`config.mk`:
```
export PLATFORM = sky130hd
export DESIGN_NAME = game_sequencer
export DESIGN_NICKNAME = d
export VERILOG_FILES = /design/src/rtl/game_sequencer.sv
export SDC_FILE = /design/constraint.sdc
export NUM_CORES = 1
export LEC_CHECK = 0
export BUFFER_PORTS_ARGS = -buffer_cell sky130_fd_sc_hd__buf_4
export CORE_MARGIN = 4
export CORE_UTILIZATION = 35
export CTS_CLUSTER_DIAMETER = 80
export DETAILED_ROUTE_END_ITERATION = 10
export GPL_TIMING_DRIVEN = 1
export SYNTH_ARGS = -nofsm -noshare
export SYNTH_HDL_FRONTEND = slang
export SYNTH_SLANG_ARGS = --single-unit
```
`constraint.sdc`:
```
create_clock -name Clk -period 1.9 [get_ports Clk]
set_input_delay 0.095 -clock Clk [delete_from_list [all_inputs] [get_ports Clk]]
set_output_delay 0.095 -clock Clk [all_outputs]
set_load 0.005 [all_outputs]
```
`src/rtl/game_sequencer.sv`:
```
// Frame-level round controller: sequences idle/play/dying/over, latches crashes per frame,
// drives sprite selects and mover controls, and keeps a BCD score and high score.
//
// state | meaning
// ------+----------------------------------------------------------
// IDLE  | waiting for first flap, wings animate, nothing moves
// PLAY  | round running, flaps kick the ball, passes score
// DYING | burn sprite shown, ball keeps falling for DEATH_FRAMES
// OVER  | round finished, next press restarts to IDLE
module game_sequencer #(
    parameter int unsigned FLAP_PERIOD  = 8,
    parameter int unsigned DEATH_FRAMES = 60,
    parameter logic [9:0]  BALL_X       = 10'd160
) (
    input  logic       Clk,
    input  logic       Reset_n,
    input  logic       frame_clk,
    input  logic       crash,
    input  logic       flap_key,
    input  logic [9:0] obstacle_x,
    output logic [1:0] state,
    output logic       alternator,
    output logic       burn,
    output logic       motion_en,
    output logic       flap_pulse,
    output logic       restart,
    output logic [7:0] score,
    output logic [7:0] hi_score
);

    localparam int AW = (FLAP_PERIOD > 1) ? $clog2(FLAP_PERIOD) : 1;
    localparam int DW = (DEATH_FRAMES > 1) ? $clog2(DEATH_FRAMES) : 1;
    localparam logic [AW-1:0] ANIM_LAST  = AW'(FLAP_PERIOD - 1);
    localparam logic [DW-1:0] DEATH_LOAD = DW'(DEATH_FRAMES - 1);

    typedef enum logic [1:0] {
        S_IDLE  = 2'd0,
        S_PLAY  = 2'd1,
        S_DYING = 2'd2,
        S_OVER  = 2'd3
    } state_t;

    state_t          cur;
    logic [2:0]      frame_sync;
    logic            key_d;
    logic            crash_seen;
    logic [9:0]      obstacle_prev;
    logic [AW-1:0]   anim_cnt;
    logic [DW-1:0]   death_cnt;

    logic frame_tick, press, crash_hit, pass, anim_wrap;

    assign frame_tick = frame_sync[1] & ~frame_sync[2];
    assign press      = flap_key & ~key_d;
    assign crash_hit  = crash_seen | crash;
    assign pass       = (obstacle_prev >= BALL_X) && (obstacle_x < BALL_X);
    assign anim_wrap  = (anim_cnt == ANIM_LAST);
    assign state      = cur;

    // Two-digit BCD increment that sticks at 99.
    function automatic logic [7:0] bcd_inc(input logic [7:0] v);
        if (v == 8'h99)
            return v;
        if (v[3:0] == 4'd9)
            return {v[7:4] + 4'd1, 4'd0};
        return {v[7:4], v[3:0] + 4'd1};
    endfunction

    always_ff @(posedge Clk or negedge Reset_n) begin
        if (!Reset_n) begin
            frame_sync <= '0;
            key_d      <= 1'b0;
        end else begin
            frame_sync <= {frame_sync[1:0], frame_clk};
            key_d      <= flap_key;
        end
    end

    // Crash pulses can be narrower than a frame; hold them until the frame decision.
    always_ff @(posedge Clk or negedge Reset_n) begin
        if (!Reset_n)
            crash_seen <= 1'b0;
        else if (frame_tick)
            crash_seen <= 1'b0;
        else if (crash && cur == S_PLAY)
            crash_seen <= 1'b1;
    end

    always_ff @(posedge Clk or negedge Reset_n) begin
        if (!Reset_n) begin
            cur           <= S_IDLE;
            alternator    <= 1'b0;
            burn          <= 1'b0;
            motion_en     <= 1'b0;
            flap_pulse    <= 1'b0;
            restart       <= 1'b0;
            score         <= '0;
            hi_score      <= '0;
            obstacle_prev <= '0;
            anim_cnt      <= '0;
            death_cnt     <= '0;
        end else begin
            flap_pulse <= 1'b0;
            restart    <= 1'b0;

            // Wing animation runs in IDLE and PLAY; the crash branch below overrides it.
            if (frame_tick && (cur == S_IDLE || cur == S_PLAY)) begin
                anim_cnt <= anim_wrap ? '0 : anim_cnt + AW'(1);
                if (anim_wrap)
                    alternator <= ~alternator;
            end

            case (cur)
                S_IDLE: begin
                    if (press) begin
                        cur           <= S_PLAY;
                        motion_en     <= 1'b1;
                        flap_pulse    <= 1'b1;
                        obstacle_prev <= '0;
                    end
                end
                S_PLAY: begin
                    if (frame_tick && crash_hit) begin
                        cur        <= S_DYING;
                        death_cnt  <= DEATH_LOAD;
                        alternator <= 1'b0;
                        anim_cnt   <= '0;
                        burn       <= 1'b1;
                    end else begin
                        if (press)
                            flap_pulse <= 1'b1;
                        if (frame_tick) begin
                            obstacle_prev <= obstacle_x;
                            if (pass)
                                score <= bcd_inc(score);
                        end
                    end
                end
                S_DYING: begin
                    if (frame_tick) begin
                        if (death_cnt == '0) begin
                            cur       <= S_OVER;
                            motion_en <= 1'b0;
                            if (score > hi_score)
                                hi_score <= score;
                        end else begin
                            death_cnt <= death_cnt - DW'(1);
                        end
                    end
                end
                S_OVER: begin
                    if (press) begin
                        cur     <= S_IDLE;
                        burn    <= 1'b0;
                        restart <= 1'b1;
                        score   <= '0;
                    end
                end
            endcase
        end
    end

endmodule

```
==> summary.md, run 1 <==
| Metric | Value |
|---|---|
| CP Data Required Time | roughly 2100 ps |
| Initial drt markers | between 100 and 150 |
| Final hold viol count | 0 |
| Post-Syn Area | between 2000 and 2500 um2 |
| Slew Viols, Final | 0 |
| Yosys reg bits | 42 |
| Clk Latency, worst-skew pair | roughly 300 ps |
| NetSw | 1.53 mW |
| First-pass GRT wire length | between 9000 and 10000 um |
| Seq pwr share | between 30% and 40% |
| P_int | 2.69 mW |
| Fillers | between 500 and 600 |
| Worst setup path class | flip-flop to flip-flop |
| Synth Flop Type | dfrtp_1 |
| CTS tree | done |
| Finished Layout Cells | between 300 and 400 |
| I/O Pins | 38 |
| Yosys top cell by area | dfrtp_1 |
| Setup_tns | -975 ps |
| Antenna diode count | 0 |
| Violated checks | negative setup slack |
| Pre-antenna DRT Iters | 4 |
| Crit start category | flip-flop |
| Largest net degree at the start of global routing | 43 |
| Detailed placement HPWL | ~4000 um |
| Ys Warns | 0 |
| Clock transition at path regs | 80 ps |
| Slack of the critical path | -193 ps |
| Area Growth Syn to Fin | 48.0% |
| Number of remaining DRC errors | 0 |
| Clock network power share | between 15 and 20% |
| Netlist cell types | between 40 and 50 |
| Placed cell area | 2980 um2 |
| Clock Tree Buf Depth | 2 |
| Core Footprint | around 6400 um2 |
| DR vias/cell | about 5.1 |
| CTS root buf | clkbuf_8 |
| Max_cap viols | 0 |
| RSZ-0062 raised after global routing | yes |
| Max FO, Critical Path | 4 |
| Worst-Margin Slew | ~560 ps |
| Initial antenna violation count | 0 |
| Hold Crit Class | input port to flip-flop |
| Crit path buffers/inverters | 0 |
| Syn nets | roughly 260 |
| Die width | 89.2 um |
| Final wirelength | between 5000 and 6000 um |
| Worst hold slack | 19.5 ps |
| PwrDens | ~1200 nW/um2 |
| Slowest CP cell | or4b_4 |
| Share of the synthesized area in the top cell type | 45.5% |
| DR vias | around 2000 |
| IO buf count | 32 |
| Max VDD drop | ~0.74 mV |
| Register area share after synthesis | about 46% |
| Placed Cells | between 300 and 400 |
| Top post-synthesis cells by area | dfrtp_1 46%, ha_1 11%, nor2_1 3.7% |
| # setup viols final | 8 |
| DRT antenna net count | 0 |
| Combinational power share | approximately 52% |
| Num CTS Buffers | 5 |
| Leak Pwr | between 1.5 and 2 nW |
| Fin crit share | 110% |
| Clock sinks | between 40 and 50 |
| Grt ovf | 0 |
| Finished Cell Area | 3420 um2 |
| Starting Density | between 30% and 40% |
| Layout Nets | between 300 and 400 |
| Share of cells above drive strength 1 | a little over two fifths |
| CP delay by family, top | compound AO/OA/AOI/OAI gates |
| Full die area | approximately 8000 um2 |
| Vias in the first global route | roughly 2000 |
| Crit. End Element | flip-flop |
| H-Tree Depth | 2 |
| Switch share | a little over a third |
| Slowest stage delay, CP | ~520 ps |
| Outcome | complete, but fails checks |
| Synth Instances | 223 |
| EDFF count, synth | 0 |
| Die extent in y | ~90 um |
| Drt wl/cell | around 14 um |
| Fmax achieved | about 480 MHz |
| Row cnt | 29 |
| Clock Skew | about 4.5 ps |
| Critical-path cell list | or4b_4 -> a222oi_1 -> nand3_1 -> a21o_1 -> a211o_1 |
| Gr usage total | ~15% |
| RD Place Congestion | 0.783 |
| Async SR Flop Fraction | 100% |
| Average cell area after synthesis | a little over 10 um2 |
| Slew headroom | 62.6% |
| Final worst path period need | about 2100 ps |
| Finished Core Util | 53.5% |
| CP arrival | 2280 ps |
[routing by layer]
layer	vias to the layer above	global-route usage, %	routed length, um
met5	-	0	0
met4	0	4.47	70
met3	7	3.23	188
met2	30	24.7	2830
met1	989	20.6	2680
li1	988	-	-
[Yosys cell counts (all sizes together) (4+ instances only)]
| library cell | count |
|---|---|
| a21o | 5 |
| a21oi | 10 |
| a22o | 6 |
| clkbuf | 5 |
| dfrtp | 42 |
| ha | 20 |
| inv | 16 |
| mux2 | 7 |
| mux2i | 8 |
| nand2 | 9 |
| nand2b | 4 |
| nand3 | 9 |
| nand4 | 4 |
| nand4b | 4 |
| nor2 | 23 |
| nor3 | 6 |
| o21ai | 10 |
[through the flow]
stage               worst slack [ps]  total power [mW]
CTS                             -142              4.05
global route                    -318              4.54
finish                          -193              4.22
floorplan                      -19.9              2.34
detailed placement              -145              3.15
global placement               -75.0              3.10
[sequential cells by signal, indices dropped and copies added, names as in the netlist]
signal         cells
hi_score           8
score              8
death_cnt          6
obstacle_prev      5
anim_cnt           3
frame_sync         3
state              2
alternator         1
burn               1
crash_seen         1
flap_pulse         1
key_d              1
motion_en          1
restart            1
[layout by cell type, fill, tap and decap left out, types with 3 or more instances in the layout]
cell / synthesis / routed
dlygate4sd3_1: 0 / 3
o21ai_0: 8 / 7
inv_1: 16 / 11
a22o_1: 6 / 6
a21o_1: 3 / 3
inv_2: 0 / 5
nand4b_1: 4 / 4
xor2_1: 3 / 3
mux2i_1: 8 / 8
mux2_4: 0 / 6
ha_4: 0 / 6
nor2_1: 23 / 22
buf_4: 0 / 91
nand3_1: 9 / 9
ha_1: 20 / 14
dfrtp_1: 42 / 41
a21oi_1: 10 / 9
nand2_1: 9 / 8
nand4_1: 4 / 4
nand3b_1: 3 / 3
clkbuf_8: 0 / 5
[power by group through the flow]
stage	Clock, mW	Sequential (mW)	Combinational (mW)
floorplan	0	1.34	0.999
global placement	0	1.28	1.81
detailed placement	0	1.30	1.85
CTS	0.725	1.28	2.04
global route	0.761	1.33	2.45
finish	0.706	1.30	2.21
[worst paths after layout]
check	from	to	slack, ps	cells past startpoint
min reg2reg	frame_sync[0]$_DFF_PN0_	frame_sync[1]$_DFF_PN0_	350	0
max	crash_seen$_DFFE_PN0P_	score[7]$_DFFE_PN0P_	-190	5
max reg2reg	crash_seen$_DFFE_PN0P_	score[7]$_DFFE_PN0P_	-190	5
min	obstacle_x[7]	obstacle_prev[7]$_DFFE_PN0P_	20	2
max in group asynchronous	Reset_n	state[0]$_DFFE_PN0P_	1180	2
min in group asynchronous	Reset_n	death_cnt[3]$_DFFE_PN0P_	320	2
[worst reg2reg max path, stage by stage (launching register included)]
cell and delay, ps:
dfrtp_1 400, or4b_4 520, a222oi_1 360, nand3_1 200, a21o_1 240, a211o_1 260
[area by class of cell]
class | instances | area [um2] | area share, %
Multi-Input combinational cell | 159 | 1360 | 39.7
Timing Repair Buffer | 96 | 744 | 21.8
Inverter | 16 | 60.1 | 1.76
Clock inverter | 3 | 40.0 | 1.17
Clock buffer | 5 | 68.8 | 2.01
Tap cell | 77 | 96.3 | 2.82
Sequential cell | 42 | 1050 | 30.8
[cell families after synthesis]
group / Yosys count / share of synthesized area, %
AOI/OAI and AO/OA: 43 / 12.6
xor gates and xnor gates: 4 / 1.52
adders and majority gates: 20 / 10.8
buffers and inverters: 22 / 3.63
DFF: 42 / 45.5
muxes: 15 / 6.88
and+or+nand+nor: 77 / 19.0
[what timing repair did]
action                     4_1_cts  5_1_grt
hold endpoints to repair        44        0
setup buffers                   10        8
pin swaps                       13       10
setup endpoints to repair       19       20
hold buffers                     3        0
gates cloned                     0        0
gates resized for setup         19       18
(Power assumes the default switching activity.)
==> run 2: changes to the inputs <==
--- a/config.mk
+++ b/config.mk
@@ -6,11 +6,13 @@
 export NUM_CORES = 1
 export LEC_CHECK = 0
 export BUFFER_PORTS_ARGS = -buffer_cell sky130_fd_sc_hd__buf_4
+export CORE_ASPECT_RATIO = 1.2
 export CORE_MARGIN = 4
-export CORE_UTILIZATION = 35
+export CORE_UTILIZATION = 50
 export CTS_CLUSTER_DIAMETER = 80
 export DETAILED_ROUTE_END_ITERATION = 10
 export GPL_TIMING_DRIVEN = 1
+export PLACE_DENSITY = 0.75
 export SYNTH_ARGS = -nofsm -noshare
 export SYNTH_HDL_FRONTEND = slang
 export SYNTH_SLANG_ARGS = --single-unit
==> summary.md, run 2 (synthesis results as in run 1) <==
| Metric | Value |
|---|---|
| Outcome | complete, but fails checks |
| Violated checks | negative setup slack |
| Max FO, Critical Path | 4 |
| Core Footprint | about 4400 um2 |
| CP arrival | approximately 2300 ps |
| CP Data Required Time | approximately 2100 ps |
| Initial drt markers | 73 |
| Crit path buffers/inverters | 0 |
| Worst-Margin Slew | around 540 ps |
| Drt wl/cell | between 15 and 20 um |
| Seq pwr share | between 30% and 40% |
| RD Place Congestion | just over 0.8 |
| Max VDD drop | 0.653 mV |
| Full die area | ~5800 um2 |
| Area Growth Syn to Fin | 36.6% |
| Final hold viol count | 0 |
| Antenna diode count | 0 |
| Detailed placement HPWL | approximately 4000 um |
| Slew headroom | 64.0% |
| Worst setup path class | flip-flop to flip-flop |
| Fin crit share | 111% |
| Fmax achieved | roughly 470 MHz |
| Clock network power share | between 10% and 20% |
| CTS root buf | clkbuf_8 |
| I/O Pins | 38 |
| Placed cell area | about 2900 um2 |
| DR vias | around 2000 |
| Pre-antenna DRT Iters | 4 |
| Most frequent cells in the layout | 74 x buf_4, 41 x dfrtp_1, 23 x nor2_1 |
| Row cnt | 26 |
| Slack of the critical path | -208 ps |
| Slowest stage delay, CP | around 520 ps |
| Initial antenna violation count | 0 |
| IO buf count | 32 |
| H-Tree Depth | 2 |
| CP delay by family, top | compound AO/OA/AOI/OAI gates |
| Leak Pwr | 1.54 nW |
| Crit. End Element | flip-flop |
| Clk Latency, worst-skew pair | approximately 300 ps |
| PwrDens | between 1000 and 1500 nW/um2 |
| Clock Tree Buf Depth | 2 |
| Largest net degree at the start of global routing | 43 |
| Finished Cell Area | approximately 3200 um2 |
| DRT antenna net count | 0 |
| Fillers | about 350 |
| Most common cell after layout, fill and taps aside | buf_4 |
| # setup viols final | 8 |
| NetSw | about 1.4 mW |
| Starting Density | around 53% |
| DR vias/cell | approximately 5.4 |
| Die extent in y | ~82 um |
| Hold Crit Class | input port to flip-flop |
| Max_cap viols | 0 |
| Slew Viols, Final | 0 |
| CTS tree | done |
| Vias in the first global route | a little over 2000 |
| Combinational power share | 51.0% |
| Final worst path period need | about 2100 ps |
| Final wirelength | 5410 um |
| Gr usage total | about a fifth |
| Number of remaining DRC errors | 0 |
| Switch share | between 30% and 40% |
| P_int | around 2.4 mW |
| Worst hold slack | about 30 ps |
| Die width | approximately 70 um |
| First-pass GRT wire length | around 9200 um |
| Clock Skew | ~9.6 ps |
| Grt ovf | 0 |
| Top Registers | hi_score: 8 flops, score: 8 flops, death_cnt: 6 flops |
| Slowest CP cell | or4b_4 |
| Num CTS Buffers | 5 |
| Share of cells above drive strength 1 | 38.2% |
| Critical-path cell list | or4b_4 -> a222oi_1 -> nand3_1 -> a21o_1 -> a211o_1 |
| Clock transition at path regs | approximately 80 ps |
| Crit start category | flip-flop |
| RSZ-0062 raised after global routing | yes |
| Layout Nets | 338 |
| Clock sinks | between 40 and 50 |
-- run 2: cell types whose count changed in the layout (fill, tap and decap cells not counted), moves of 2 or more --
cell | previous run | this run
buf_4 | 91 | 74
ha_2 | 0 | 2
ha_4 | 6 | 3
mux2_2 | 1 | 7
mux2_4 | 6 | 0
nor3_2 | 2 | 4
nor3_4 | 2 | 0
-- run 2: layout make-up --
| type | count | area (um2) | area share [%] |
|---|---|---|---|
| sequential | 42 | 1050 | 33.4 |
| clock buffer | 6 | 72.6 | 2.30 |
| inverter | 16 | 60.1 | 1.90 |
| timing repair buffer | 79 | 617 | 19.6 |
| tap | 56 | 70.1 | 2.22 |
| clock inverter | 2 | 13.8 | 0.436 |
| multi-input combinational | 159 | 1270 | 40.2 |
-- run 2: final timing paths --
check | from | to | slack [ps] | cells after the start
max | crash_seen$_DFFE_PN0P_ | score[7]$_DFFE_PN0P_ | -210 | 5
min in group asynchronous | Reset_n | death_cnt[2]$_DFFE_PN0P_ | 310 | 2
max reg2reg | crash_seen$_DFFE_PN0P_ | score[7]$_DFFE_PN0P_ | -210 | 5
max in group asynchronous | Reset_n | state[0]$_DFFE_PN0P_ | 1180 | 2
min reg2reg | frame_sync[0]$_DFF_PN0_ | frame_sync[1]$_DFF_PN0_ | 370 | 0
min | obstacle_x[9] | obstacle_prev[9]$_DFFE_PN0P_ | 30 | 2
-- run 2: routing by layer --
metal  routed length [um]  share of wire [%]  GRT usage, %  vias up
met2                 2940                 54          38.1       50
li1                     -                  -             -      956
met1                 2170                 40          22.0      946
met4                   87                1.6          9.39        0
met3                  210                3.9          4.12        8
met5                    0                  0             0        -
-- run 2: through the flow --
step	util, %	std cells	setup TNS [ps]	setup slack (ps)	total power, mW
2_1_floorplan	-	223	-23.6	-19.9	2.34
3_3_place_gp	66.6	341	-756	-112	3.04
3_5_place_dp	66.6	341	-1570	-164	3.12
4_1_cts	70.5	356	-826	-169	3.76
5_1_grt	72.4	360	-2390	-273	4.17
6_report	72.4	360	-1150	-208	3.86
-- run 2: power by group through the flow --
stage | combinational (mW) | sequential, mW | clock (mW)
floorplan | 0.999 | 1.34 | 0
global placement | 1.73 | 1.30 | 0
detailed placement | 1.80 | 1.31 | 0
CTS | 1.86 | 1.30 | 0.602
global route | 2.19 | 1.35 | 0.630
finish | 1.97 | 1.31 | 0.578
-- run 2: what timing repair did --
action                                 CTS  global route
endpoints found under the hold margin   44             0
setup endpoints to repair               17            20
hold buffers                             3             0
pin swaps                                3             6
setup buffers                            4             4
gates resized for setup                  5            15
==> run 3: changes to the inputs <==
--- a/config.mk
+++ b/config.mk
@@ -9,6 +9,7 @@
 export CORE_ASPECT_RATIO = 1.2
 export CORE_MARGIN = 4
 export CORE_UTILIZATION = 50
+export CTS_BUF_LIST = sky130_fd_sc_hd__clkbuf_16
 export CTS_CLUSTER_DIAMETER = 80
 export DETAILED_ROUTE_END_ITERATION = 10
 export GPL_TIMING_DRIVEN = 1
@@ -16,3 +17,4 @@
 export SYNTH_ARGS = -nofsm -noshare
 export SYNTH_HDL_FRONTEND = slang
 export SYNTH_SLANG_ARGS = --single-unit
+export TNS_END_PERCENT = 10
==> summary.md, run 3 (synthesis results as in run 1) <==
| Metric | Value |
|---|---|
| Outcome | complete, but fails checks |
| Violated checks | negative setup slack |
| Antenna diode count | 0 |
| Gr usage total | between 15 and 20% |
| Final hold viol count | 0 |
| Layout Nets | roughly 330 |
| Top Registers | hi_score: 8 flops, score: 8 flops, death_cnt: 6 flops |
| Setup_tns | -1010 ps |
| Slew Viols, Final | 0 |
| # setup viols final | 9 |
| Clk Latency, worst-skew pair | ~280 ps |
| Max VDD drop | about 0.77 mV |
| I/O Pins | 38 |
| Crit. End Element | flip-flop |
| Leak Pwr | 1.54 nW |
| IO buf count | 32 |
| Crit path launch | crash_seen$_DFFE_PN0P_ |
| CTS root buf | clkbuf_16 |
| PwrDens | 1290 nW/um2 |
| Worst hold slack | approximately 37 ps |
| Largest net degree at the start of global routing | 43 |
| Crit start category | flip-flop |
| DR vias | a little under 2000 |
| Most common cell after layout, fill and taps aside | buf_4 |
| Share of cells above drive strength 1 | 34.9% |
| Worst-Margin Slew | approximately 540 ps |
| Detailed placement HPWL | around 3900 um |
| CTS tree | done |
| DRT antenna net count | 0 |
| Initial drt markers | roughly 70 |
| RSZ-0062 raised after global routing | yes |
| Worst setup path endpoint | score[7]$_DFFE_PN0P_ |
| Pre-antenna DRT Iters | 4 |
| Most frequent cells in the layout | 69 x buf_4, 42 x dfrtp_1, 22 x nor2_1 |
| Final worst path period need | between 2000 and 2500 ps |
| Initial antenna violation count | 0 |
| Die width | around 70 um |
| Die extent in y | roughly 82 um |
| First-pass GRT wire length | ~9100 um |
| Vias in the first global route | slightly above 2000 |
| DR vias/cell | roughly 5.4 |
| Cell count of the worst reg-to-reg path | 5 |
| Slowest CP cell | or4b_4 |
| Grt ovf | 0 |
| Num CTS Buffers | 5 |
| RD Place Congestion | about 0.83 |
| Max_cap viols | 0 |
| Placed Cells | roughly 340 |
| Clock Tree Buf Depth | 2 |
| Starting Density | between 50% and 60% |
| CP arrival | 2260 ps |
| Full die area | a little under 6000 um2 |
| Clock transition at path regs | about 60 ps |
| Fmax achieved | 478 MHz |
| Hold Crit Class | input port to flip-flop |
| Row cnt | 26 |
| Drt wl/cell | 14.7 um |
| Clock Skew | 6.76 ps |
| Finished Core Util | ~70% |
| Slew headroom | 63.9% |
| Number of remaining DRC errors | 0 |
| Fillers | 330 |
| Area Growth Syn to Fin | 35.9% |
| Slack of the critical path | -190 ps |
| Clock sinks | between 40 and 50 |
| Fin crit share | 110% |
| Worst setup path class | flip-flop to flip-flop |
| Reg2Reg Setup Slack | -190 ps |
| Placed cell area | around 2900 um2 |
| Worst r2r src | crash_seen$_DFFE_PN0P_ |
| FF-to-FF End | score[7]$_DFFE_PN0P_ |
| Finished Layout Cells | 354 |
| Final wirelength | between 5000 and 6000 um |
| Core Footprint | roughly 4400 um2 |
| Max FO, Critical Path | 4 |
| Total power | just over 4 mW |
| Post-Place Worst Slack | -192 ps |
| Finished Cell Area | roughly 3100 um2 |
| Slowest stage delay, CP | around 520 ps |
| CP Data Required Time | approximately 2100 ps |
| H-Tree Depth | 2 |
| Critical-path cell list | or4b_4 -> a222oi_1 -> nand3_2 -> a21o_1 -> a211o_1 |
==> run 3: cell types whose count changed in the layout (fill, tap and decap cells not counted), moves of 2 or more <==
cell and delta:
buf_4 -5, clkbuf_16 +5, clkbuf_8 -5, inv_1 +4
inv_2 -3, ha_4 -2, nor3_2 -2
==> run 3: cell type report <==
cell class | count | area (um2) | area share (%)
Clock inverter | 3 | 17.5 | 0.558
Sequential cell | 42 | 1050 | 33.5
Tap cell | 56 | 70.1 | 2.23
Inverter | 16 | 60.1 | 1.91
Timing Repair Buffer | 73 | 568 | 18.1
Clock buffer | 5 | 125 | 3.99
Multi-Input combinational cell | 159 | 1250 | 39.7
==> run 3: worst min path at each step <==
stage,start,end,slack (ps),depth (start not counted)
2_1_floorplan,Reset_n,alternator$_DFF_PN0_,-200,0
3_3_place_gp,Reset_n,death_cnt[2]$_DFFE_PN0P_,120,1
3_5_place_dp,Reset_n,death_cnt[4]$_DFFE_PN0P_,120,1
4_1_cts,obstacle_x[5],obstacle_prev[5]$_DFFE_PN0P_,30,2
5_1_grt,obstacle_x[6],obstacle_prev[6]$_DFFE_PN0P_,40,2
6_report,obstacle_x[5],obstacle_prev[5]$_DFFE_PN0P_,40,2
==> run 3: power by group <==
| part | total [mW] | leakage (nW) | switching (mW) | internal (mW) |
|---|---|---|---|---|
| sequential | 1.33 | 0.527 | 0.209 | 1.12 |
| combinational | 1.87 | 0.938 | 0.880 | 0.992 |
| clock | 0.831 | 0.0750 | 0.349 | 0.482 |
| total | 4.03 | 1.54 | 1.44 | 2.60 |
==> run 3: repair_timing <==
| action | CTS | global route |
|---|---|---|
| pin swaps | 5 | 5 |
| hold buffers | 3 | 0 |
| endpoints found under the setup margin | 11 | 23 |
| resized for setup | 2 | 10 |
| setup buffers | 2 | 0 |
| endpoints found under the hold margin | 44 | 0 |
==> run 3: layer usage <==
metal	global-route usage [%]	part of all wire (%)
met5	0	0
met1	22.8	41
met2	37.4	54
met3	3.75	3.6
met4	6.70	1.7
==> run 3: critical path, delay by kind of cell (launching register included) <==
kind	cells	cell delay (ps)
flops	1	370
simple gates	2	700
compound gates	3	910
